$ cat src/rtl/hs_rr_arbiter_pkg.sv
// Shared types and helpers for the round-robin 4-phase handshake arbiter.
package hs_pkg;

  typedef enum logic [1:0] {
    A_IDLE = 2'd0,
    A_REQ  = 2'd1,
    A_ACK  = 2'd2,
    A_REL  = 2'd3
  } arb_state_t;

  localparam int DEFAULT_DATA_W = 8;

  // A single master still needs a 1-bit grant index.
  function automatic int gid_width(input int n);
    return (n > 1) ? $clog2(n) : 1;
  endfunction

endpackage

$ cat src/rtl/hs_rr_arbiter_if.sv
// Bundle of the upstream (per-master) and downstream handshake signals of the arbiter.
interface hs_rr_arbiter_if
  import hs_pkg::*;
#(
  parameter int NUM_MASTERS = 4,
  parameter int DATA_W      = DEFAULT_DATA_W,
  parameter int CNT_W       = 16
);
  localparam int GID_W = gid_width(NUM_MASTERS);

  logic [NUM_MASTERS-1:0]        m_req;
  logic [NUM_MASTERS*DATA_W-1:0] m_data;
  logic [NUM_MASTERS-1:0]        m_ack;
  logic                          s_req;
  logic [DATA_W-1:0]             s_data;
  logic                          s_ack;
  logic [GID_W-1:0]              grant_id;
  logic                          busy;
  logic [CNT_W-1:0]              xfer_count;

  // The arbiter itself sits on the slave side of the masters.
  modport slave (
    input  m_req, m_data, s_ack,
    output m_ack, s_req, s_data, grant_id, busy, xfer_count
  );

  modport master (
    output m_req, m_data, s_ack,
    input  m_ack, s_req, s_data, grant_id, busy, xfer_count
  );

endinterface

$ cat src/rtl/hs_rr_arbiter_rr_pick.sv
// Combinational round-robin picker: first set request at or after ptr, wrapping modulo N.
module rr_pick
  import hs_pkg::*;
#(
  parameter int N = 4,
  parameter int W = 2
) (
  input  logic [N-1:0] req,
  input  logic [W-1:0] ptr,
  output logic         any,
  output logic [W-1:0] idx
);

  localparam logic [W:0] N_W = (W+1)'(N);

  logic [2*N-1:0] doubled;
  logic [N-1:0]   rotated;
  logic [W:0]     pos;
  logic           found;

  // Rotating a doubled copy puts request[ptr] at bit 0.
  assign doubled = {req, req};
  assign rotated = N'(doubled >> ptr);
  assign any     = |req;

  always_comb begin
    found = 1'b0;
    pos   = '0;
    idx   = '0;
    for (int i = 0; i < N; i++) begin
      if (!found && rotated[i]) begin
        found = 1'b1;
        pos   = {1'b0, ptr} + (W+1)'(i);
        if (pos >= N_W) pos = pos - N_W;
        idx   = pos[W-1:0];
      end
    end
  end

endmodule

$ cat src/rtl/hs_rr_arbiter.sv
// Round-robin arbiter sharing one registered 4-phase req/ack byte channel among several masters.
module hs_rr_arbiter
  import hs_pkg::*;
#(
  parameter int NUM_MASTERS = 4,
  parameter int DATA_W      = DEFAULT_DATA_W,
  parameter int CNT_W       = 16
) (
  input logic           clk,
  input logic           rst_n,
  hs_rr_arbiter_if.slave bus
);

  localparam int GID_W = gid_width(NUM_MASTERS);

  arb_state_t             state_q, state_d;
  logic [GID_W-1:0]       ptr_q, ptr_d;
  logic [GID_W-1:0]       grant_q, grant_d;
  logic [DATA_W-1:0]      data_q, data_d;
  logic                   s_req_q, s_req_d;
  logic [NUM_MASTERS-1:0] m_ack_q, m_ack_d;
  logic                   busy_q, busy_d;
  logic [CNT_W-1:0]       count_q, count_d;
  logic                   pick_any;
  logic [GID_W-1:0]       pick_idx;
  logic [DATA_W-1:0]      data_sel;

  rr_pick #(.N(NUM_MASTERS), .W(GID_W)) u_pick (
    .req (bus.m_req),
    .ptr (ptr_q),
    .any (pick_any),
    .idx (pick_idx)
  );

  always_comb begin
    data_sel = '0;
    for (int i = 0; i < NUM_MASTERS; i++) begin
      if (pick_idx == GID_W'(i)) data_sel = bus.m_data[i*DATA_W +: DATA_W];
    end
  end

  always_comb begin
    state_d = state_q;
    ptr_d   = ptr_q;
    grant_d = grant_q;
    data_d  = data_q;
    s_req_d = s_req_q;
    m_ack_d = m_ack_q;
    busy_d  = busy_q;
    count_d = count_q;
    case (state_q)
      A_IDLE: begin
        // A still-high s_ack belongs to an older transfer, so nothing is granted until it clears.
        if (!bus.s_ack && pick_any) begin
          grant_d = pick_idx;
          data_d  = data_sel;
          s_req_d = 1'b1;
          busy_d  = 1'b1;
          state_d = A_REQ;
        end
      end
      A_REQ: begin
        if (bus.s_ack) begin
          m_ack_d = NUM_MASTERS'(1) << grant_q;
          state_d = A_ACK;
        end
      end
      A_ACK: begin
        if (!bus.m_req[grant_q]) begin
          s_req_d = 1'b0;
          state_d = A_REL;
        end
      end
      A_REL: begin
        if (!bus.s_ack) begin
          m_ack_d = '0;
          ptr_d   = (grant_q == GID_W'(NUM_MASTERS-1)) ? '0 : grant_q + 1'b1;
          count_d = count_q + 1'b1;
          busy_d  = 1'b0;
          state_d = A_IDLE;
        end
      end
      default: begin
        s_req_d = 1'b0;
        m_ack_d = '0;
        busy_d  = 1'b0;
        state_d = A_IDLE;
      end
    endcase
  end

  always_ff @(posedge clk or negedge rst_n) begin
    if (!rst_n) begin
      state_q <= A_IDLE;
      ptr_q   <= '0;
      grant_q <= '0;
      data_q  <= '0;
      s_req_q <= 1'b0;
      m_ack_q <= '0;
      busy_q  <= 1'b0;
      count_q <= '0;
    end else begin
      state_q <= state_d;
      ptr_q   <= ptr_d;
      grant_q <= grant_d;
      data_q  <= data_d;
      s_req_q <= s_req_d;
      m_ack_q <= m_ack_d;
      busy_q  <= busy_d;
      count_q <= count_d;
    end
  end

  assign bus.m_ack      = m_ack_q;
  assign bus.s_req      = s_req_q;
  assign bus.s_data     = data_q;
  assign bus.grant_id   = grant_q;
  assign bus.busy       = busy_q;
  assign bus.xfer_count = count_q;

endmodule

$ cat src/flat_wrapper.sv
// flat-port wrapper written by rule: the top's interface ports become plain ports
module hs_rr_arbiter_flat import hs_pkg::*;
#(
  parameter int NUM_MASTERS = 4,
  parameter int DATA_W      = DEFAULT_DATA_W,
  parameter int CNT_W       = 16
)
  (clk, rst_n, bus_m_req, bus_m_data, bus_s_ack, bus_m_ack, bus_s_req, bus_s_data, bus_grant_id, bus_busy, bus_xfer_count);
  hs_rr_arbiter_if #(.NUM_MASTERS(NUM_MASTERS), .DATA_W(DATA_W), .CNT_W(CNT_W)) bus_i ();
  input logic clk;
  input logic rst_n;
  input wire logic [$bits(bus_i.m_req)-1:0] bus_m_req;
  input wire logic [$bits(bus_i.m_data)-1:0] bus_m_data;
  input wire logic [$bits(bus_i.s_ack)-1:0] bus_s_ack;
  output wire logic [$bits(bus_i.m_ack)-1:0] bus_m_ack;
  output wire logic [$bits(bus_i.s_req)-1:0] bus_s_req;
  output wire logic [$bits(bus_i.s_data)-1:0] bus_s_data;
  output wire logic [$bits(bus_i.grant_id)-1:0] bus_grant_id;
  output wire logic [$bits(bus_i.busy)-1:0] bus_busy;
  output wire logic [$bits(bus_i.xfer_count)-1:0] bus_xfer_count;
  assign bus_i.m_req = bus_m_req;
  assign bus_i.m_data = bus_m_data;
  assign bus_i.s_ack = bus_s_ack;
  assign bus_m_ack = bus_i.m_ack;
  assign bus_s_req = bus_i.s_req;
  assign bus_s_data = bus_i.s_data;
  assign bus_grant_id = bus_i.grant_id;
  assign bus_busy = bus_i.busy;
  assign bus_xfer_count = bus_i.xfer_count;
  hs_rr_arbiter #(.NUM_MASTERS(NUM_MASTERS), .DATA_W(DATA_W), .CNT_W(CNT_W)) u_core (.clk(clk), .rst_n(rst_n), .bus(bus_i));
endmodule
$ cat config.mk
export PLATFORM = sky130hd
export DESIGN_NAME = hs_rr_arbiter_flat
export DESIGN_NICKNAME = d
export VERILOG_FILES = /design/src/rtl/hs_rr_arbiter_pkg.sv /design/src/rtl/hs_rr_arbiter_if.sv /design/src/rtl/hs_rr_arbiter_rr_pick.sv /design/src/rtl/hs_rr_arbiter.sv /design/src/flat_wrapper.sv
export SDC_FILE = /design/constraint.sdc
export NUM_CORES = 1
export LEC_CHECK = 0
export CAP_MARGIN = 10
export CORE_MARGIN = 8
export CORE_UTILIZATION = 45
export DETAILED_ROUTE_END_ITERATION = 8
export PLACE_DENSITY_LB_ADDON = 0.08
export SYNTH_ARGS = -nofsm -noshare
export SYNTH_HDL_FRONTEND = slang
export SYNTH_HIERARCHICAL = 1
export SYNTH_SLANG_ARGS = --single-unit
$ cat constraint.sdc
create_clock -name clk -period 2.7 [get_ports clk]
set_input_delay 0.54 -clock clk [delete_from_list [all_inputs] [get_ports clk]]
set_output_delay 0.54 -clock clk [all_outputs]
set_load 0.1 [all_outputs]
==> results of run 1 <==
[metal layers]
metal | track usage (%) | up-vias
li1 | - | 765
met1 | 17.48 | 771
met2 | 23.70 | 56
met3 | 4.654 | 0
met4 | 3.103 | 0
met5 | 0 | -
[worst max-delay path, delay by kind of cell]
kind | cells | cell delay, ns
AO/OA/AOI/OAI | 1 | 0.28
buffers and inverters | 2 | 0.70
multiplexers | 3 | 0.94
AND/OR/NAND/NOR | 1 | 0.07
[final timing paths]
kind | from | endpoint | slack, ns | cells after the start
min in group clk | u_core/bus.xfer_count[15] | u_core/bus.xfer_count[15] | 0.50 | 1
max in group asynchronous | rst_n | u_core/bus.xfer_count[5] | 1.85 | 1
min reg2reg | u_core/bus.xfer_count[15] | u_core/bus.xfer_count[15] | 0.50 | 1
max reg2reg | u_core/ptr_q[1] | u_core/bus.s_data[2] | 0.57 | 6
min | rst_n | u_core/bus.xfer_count[2] | 0.34 | 1
max | bus_m_req[2] | u_core/bus.s_data[2] | 0.34 | 7
[cell usage in the layout (no fill, tap or decap), types with 3 or more instances in the layout]
master / count
a21oi_1: 8
mux4_2: 9
nand3_1: 6
nand2_1: 13
a211oi_1: 4
mux2_1: 4
nor3_1: 5
clkdlybuf4s50_1: 37
dfrtp_1: 36
buf_4: 37
inv_1: 10
mux2_2: 7
ha_1: 10
o21ai_0: 9
nor2_1: 3
clkbuf_8: 5
xnor2_1: 14
nand4_1: 5
[cell usage after synthesis (all sizes together)]
cell      n
o21ai     9
nand4     5
nand2    13
or4       1
a2bb2oi   1
xnor2    14
nor3      6
nor2b     1
nand2b    3
xor2      1
nor2      3
o2bb2a    1
a21oi     9
or2       1
mux2     11
nand3     6
mux4      9
o22ai     1
a311oi    1
mux2i     2
inv      10
and2      1
o32a      1
dfrtp    36
buf       5
ha       10
clkbuf    2
a211oi    4
and4      2
o31ai     1
[state kept, by name (all words and copies together), names as in the netlist]
name / flops
u_core/bus.busy: 1
u_core/bus.grant_id: 2
u_core/bus.m_ack: 4
u_core/bus.s_data: 8
u_core/bus.s_req: 1
u_core/bus.xfer_count: 16
u_core/ptr_q: 2
u_core/state_q: 2
[kinds of logic after synthesis]
logic type	Yosys count	synth area share [%]
flip-flops	36	45.03
XOR/XNOR	15	6.567
adder cells (fa/ha/maj)	10	6.254
AO/OA/AOI/OAI	28	9.068
AND/OR/NAND/NOR	42	11.82
buffers and inverters	17	3.940
multiplexers	22	17.32
[final cells by class]
| class | count | area (µm²) |
|---|---|---|
| multi-input combinational | 117 | 1027 |
| clock inverter | 3 | 18.77 |
| sequential | 36 | 900.9 |
| inverter | 10 | 37.54 |
| timing repair buffer | 76 | 673.1 |
| tap | 52 | 65.06 |
| fill | 353 | 1533 |
| clock buffer | 5 | 68.82 |
[metrics by stage]
stage          setup WS, ns  util [%]  area [µm²]  power, µW  hold slack [ns]
3_3_place_gp         0.1159     62.53        2704       3103           0.4641
2_1_floorplan        0.4702         -        2001       2626           0.2444
4_1_cts              0.3471     64.55        2791       3543           0.3660
6_report             0.3441     64.55        2791       3512           0.3374
5_1_grt              0.2631     64.55        2791       3684           0.4118
3_5_place_dp        0.03214     62.53        2704       3160           0.4879
[power by group through the flow]
stage / Sequential (µW) / Combinational, µW / Clock, µW
6_report: 909 / 2230 / 377
5_1_grt: 939 / 2340 / 409
4_1_cts: 910 / 2240 / 389
3_5_place_dp: 916 / 2240 / 0
3_3_place_gp: 906 / 2200 / 0
2_1_floorplan: 1980 / 645 / 0
==> flow_summary.json, run 1 <==
{
  "die_x_um": 82.68,
  "critPathKind": "input port to flip-flop",
  "avgRoutedWirePerCell_um": 15.91,
  "netSwitchingFraction_pct": 55.88,
  "cts_buffers": 5,
  "syn_area_per_cell_um2": 11.77,
  "cts_max_path_buffers": 2,
  "via_per_inst": 5.324,
  "grt_overflow": 0,
  "cts_tree": "yes",
  "synthTopCellsByArea": "dfrtp_1 (45%), mux4_2 (10%), ha_1 (6.3%)",
  "rows": 24,
  "p_comb_share_pct": 63.4,
  "start_util_pct": 46.27,
  "wl_um": 4757,
  "topRoutingLayerUsed": "met3",
  "max-slew-margin-rel_pct": 46.54,
  "grt_usage_pct": 14.22,
  "critPathCaptureType": "flip-flop",
  "yosysTopAreaCell": "dfrtp_1",
  "grt_setup_unrepaired": "false",
  "setup_tns_ns": 0,
  "p_sw_uw": 1962,
  "antenna_cells": 0,
  "clk_latency_ns": 0.28,
  "fp.dieH_um": 82.68,
  "htree_num_levels": 2,
  "core_area_um2": 4324,
  "cpMaxStageDelayCell": "mux4_2",
  "drive_gt1_share_pct": 28.34,
  "dpl.hpwl_um": 3830,
  "drv_cap": 0,
  "pwr-share-clk_pct": 10.7,
  "finalNonFillerCells": 299,
  "fmax_mhz": 424.5,
  "path_clk_slew_ns": 0.08,
  "grt_max_degree": 37,
  "grt_first_pass_wirelength_um": 7645,
  "critPathMaxFanout": 5,
  "yosysTopAreaCellShare_pct": 45.03,
  "grt_pass1_vias": 1690,
  "period_needed_ns": 2.356,
  "critPathMaxStageDelay_ns": 0.50,
  "vdd_ir_drop_max_mv": 0.7279,
  "cts_num_sinks": 36,
  "power_density_nw_per_um2": 1258,
  "dr_wl_met2_um": 2365,
  "met1_length_um": 2049,
  "nNetsFinal": 295,
  "worstMarginPinSlew_ns": 0.8019,
  "seq_power_share_pct": 25.9,
  "synth_nets": 219,
  "hold_path_class": "input port to async pin",
  "antenna_left": 0,
  "setup-violations-final": 0,
  "syn_inst": 170,
  "startpoint_type": "input port",
  "postCtsHoldBufs": 0,
  "worstPathCellList": "clkdlybuf4s50_1 -> mux2i_1 -> nor2_1 -> a311oi_2 -> buf_4 -> mux4_2 -> mux2_2",
  "cp.arrival_ns": 2.53,
  "dp_cells": 291,
  "dr.pass1.iters": 4,
  "io_buffers": 70,
  "hold_viol_final": 0,
  "p_leak_uw": 0.001236,
  "postCtsSetupRepairBufs": 0,
  "met3WireLength_um": 342,
  "vias": 1592,
  "fin_crit_sh_pct": 87.26,
  "post_cts_resized": 0,
  "crit_required_ns": 2.87,
  "area_growth_syn_to_layout_pct": 39.52,
  "synth_warnings": 6,
  "ys_types": 37,
  "status": "complete, no violations",
  "p_int_uw": 1549,
  "drc_errors": 0,
  "drv_slew": 0,
  "synth-seq-cells": 36,
  "gp_congestion": 0.7494,
  "grt_antenna_before_repair": 0,
  "dieArea_um2": 6835,
  "drtIter0Drc": 94,
  "synth_area_um2": 2001,
  "pin_count": 71,
  "yosysSeqAreaShare_pct": 45.03,
  "clock_skew_ns": 0.005133,
  "root_buffer": "clkbuf_8"
}
No activity file was read; power rests on OpenSTA's default activity.
==> inputs of run 2 (changes only) <==
--- a/config.mk
+++ b/config.mk
@@ -10,6 +10,7 @@
 export CORE_UTILIZATION = 45
 export DETAILED_ROUTE_END_ITERATION = 8
 export PLACE_DENSITY_LB_ADDON = 0.08
+export SLEW_MARGIN = 15
 export SYNTH_ARGS = -nofsm -noshare
 export SYNTH_HDL_FRONTEND = slang
 export SYNTH_HIERARCHICAL = 1
==> results of run 2 <==
Same layout as run 1: the final DEF is identical, and so are final timing and power.
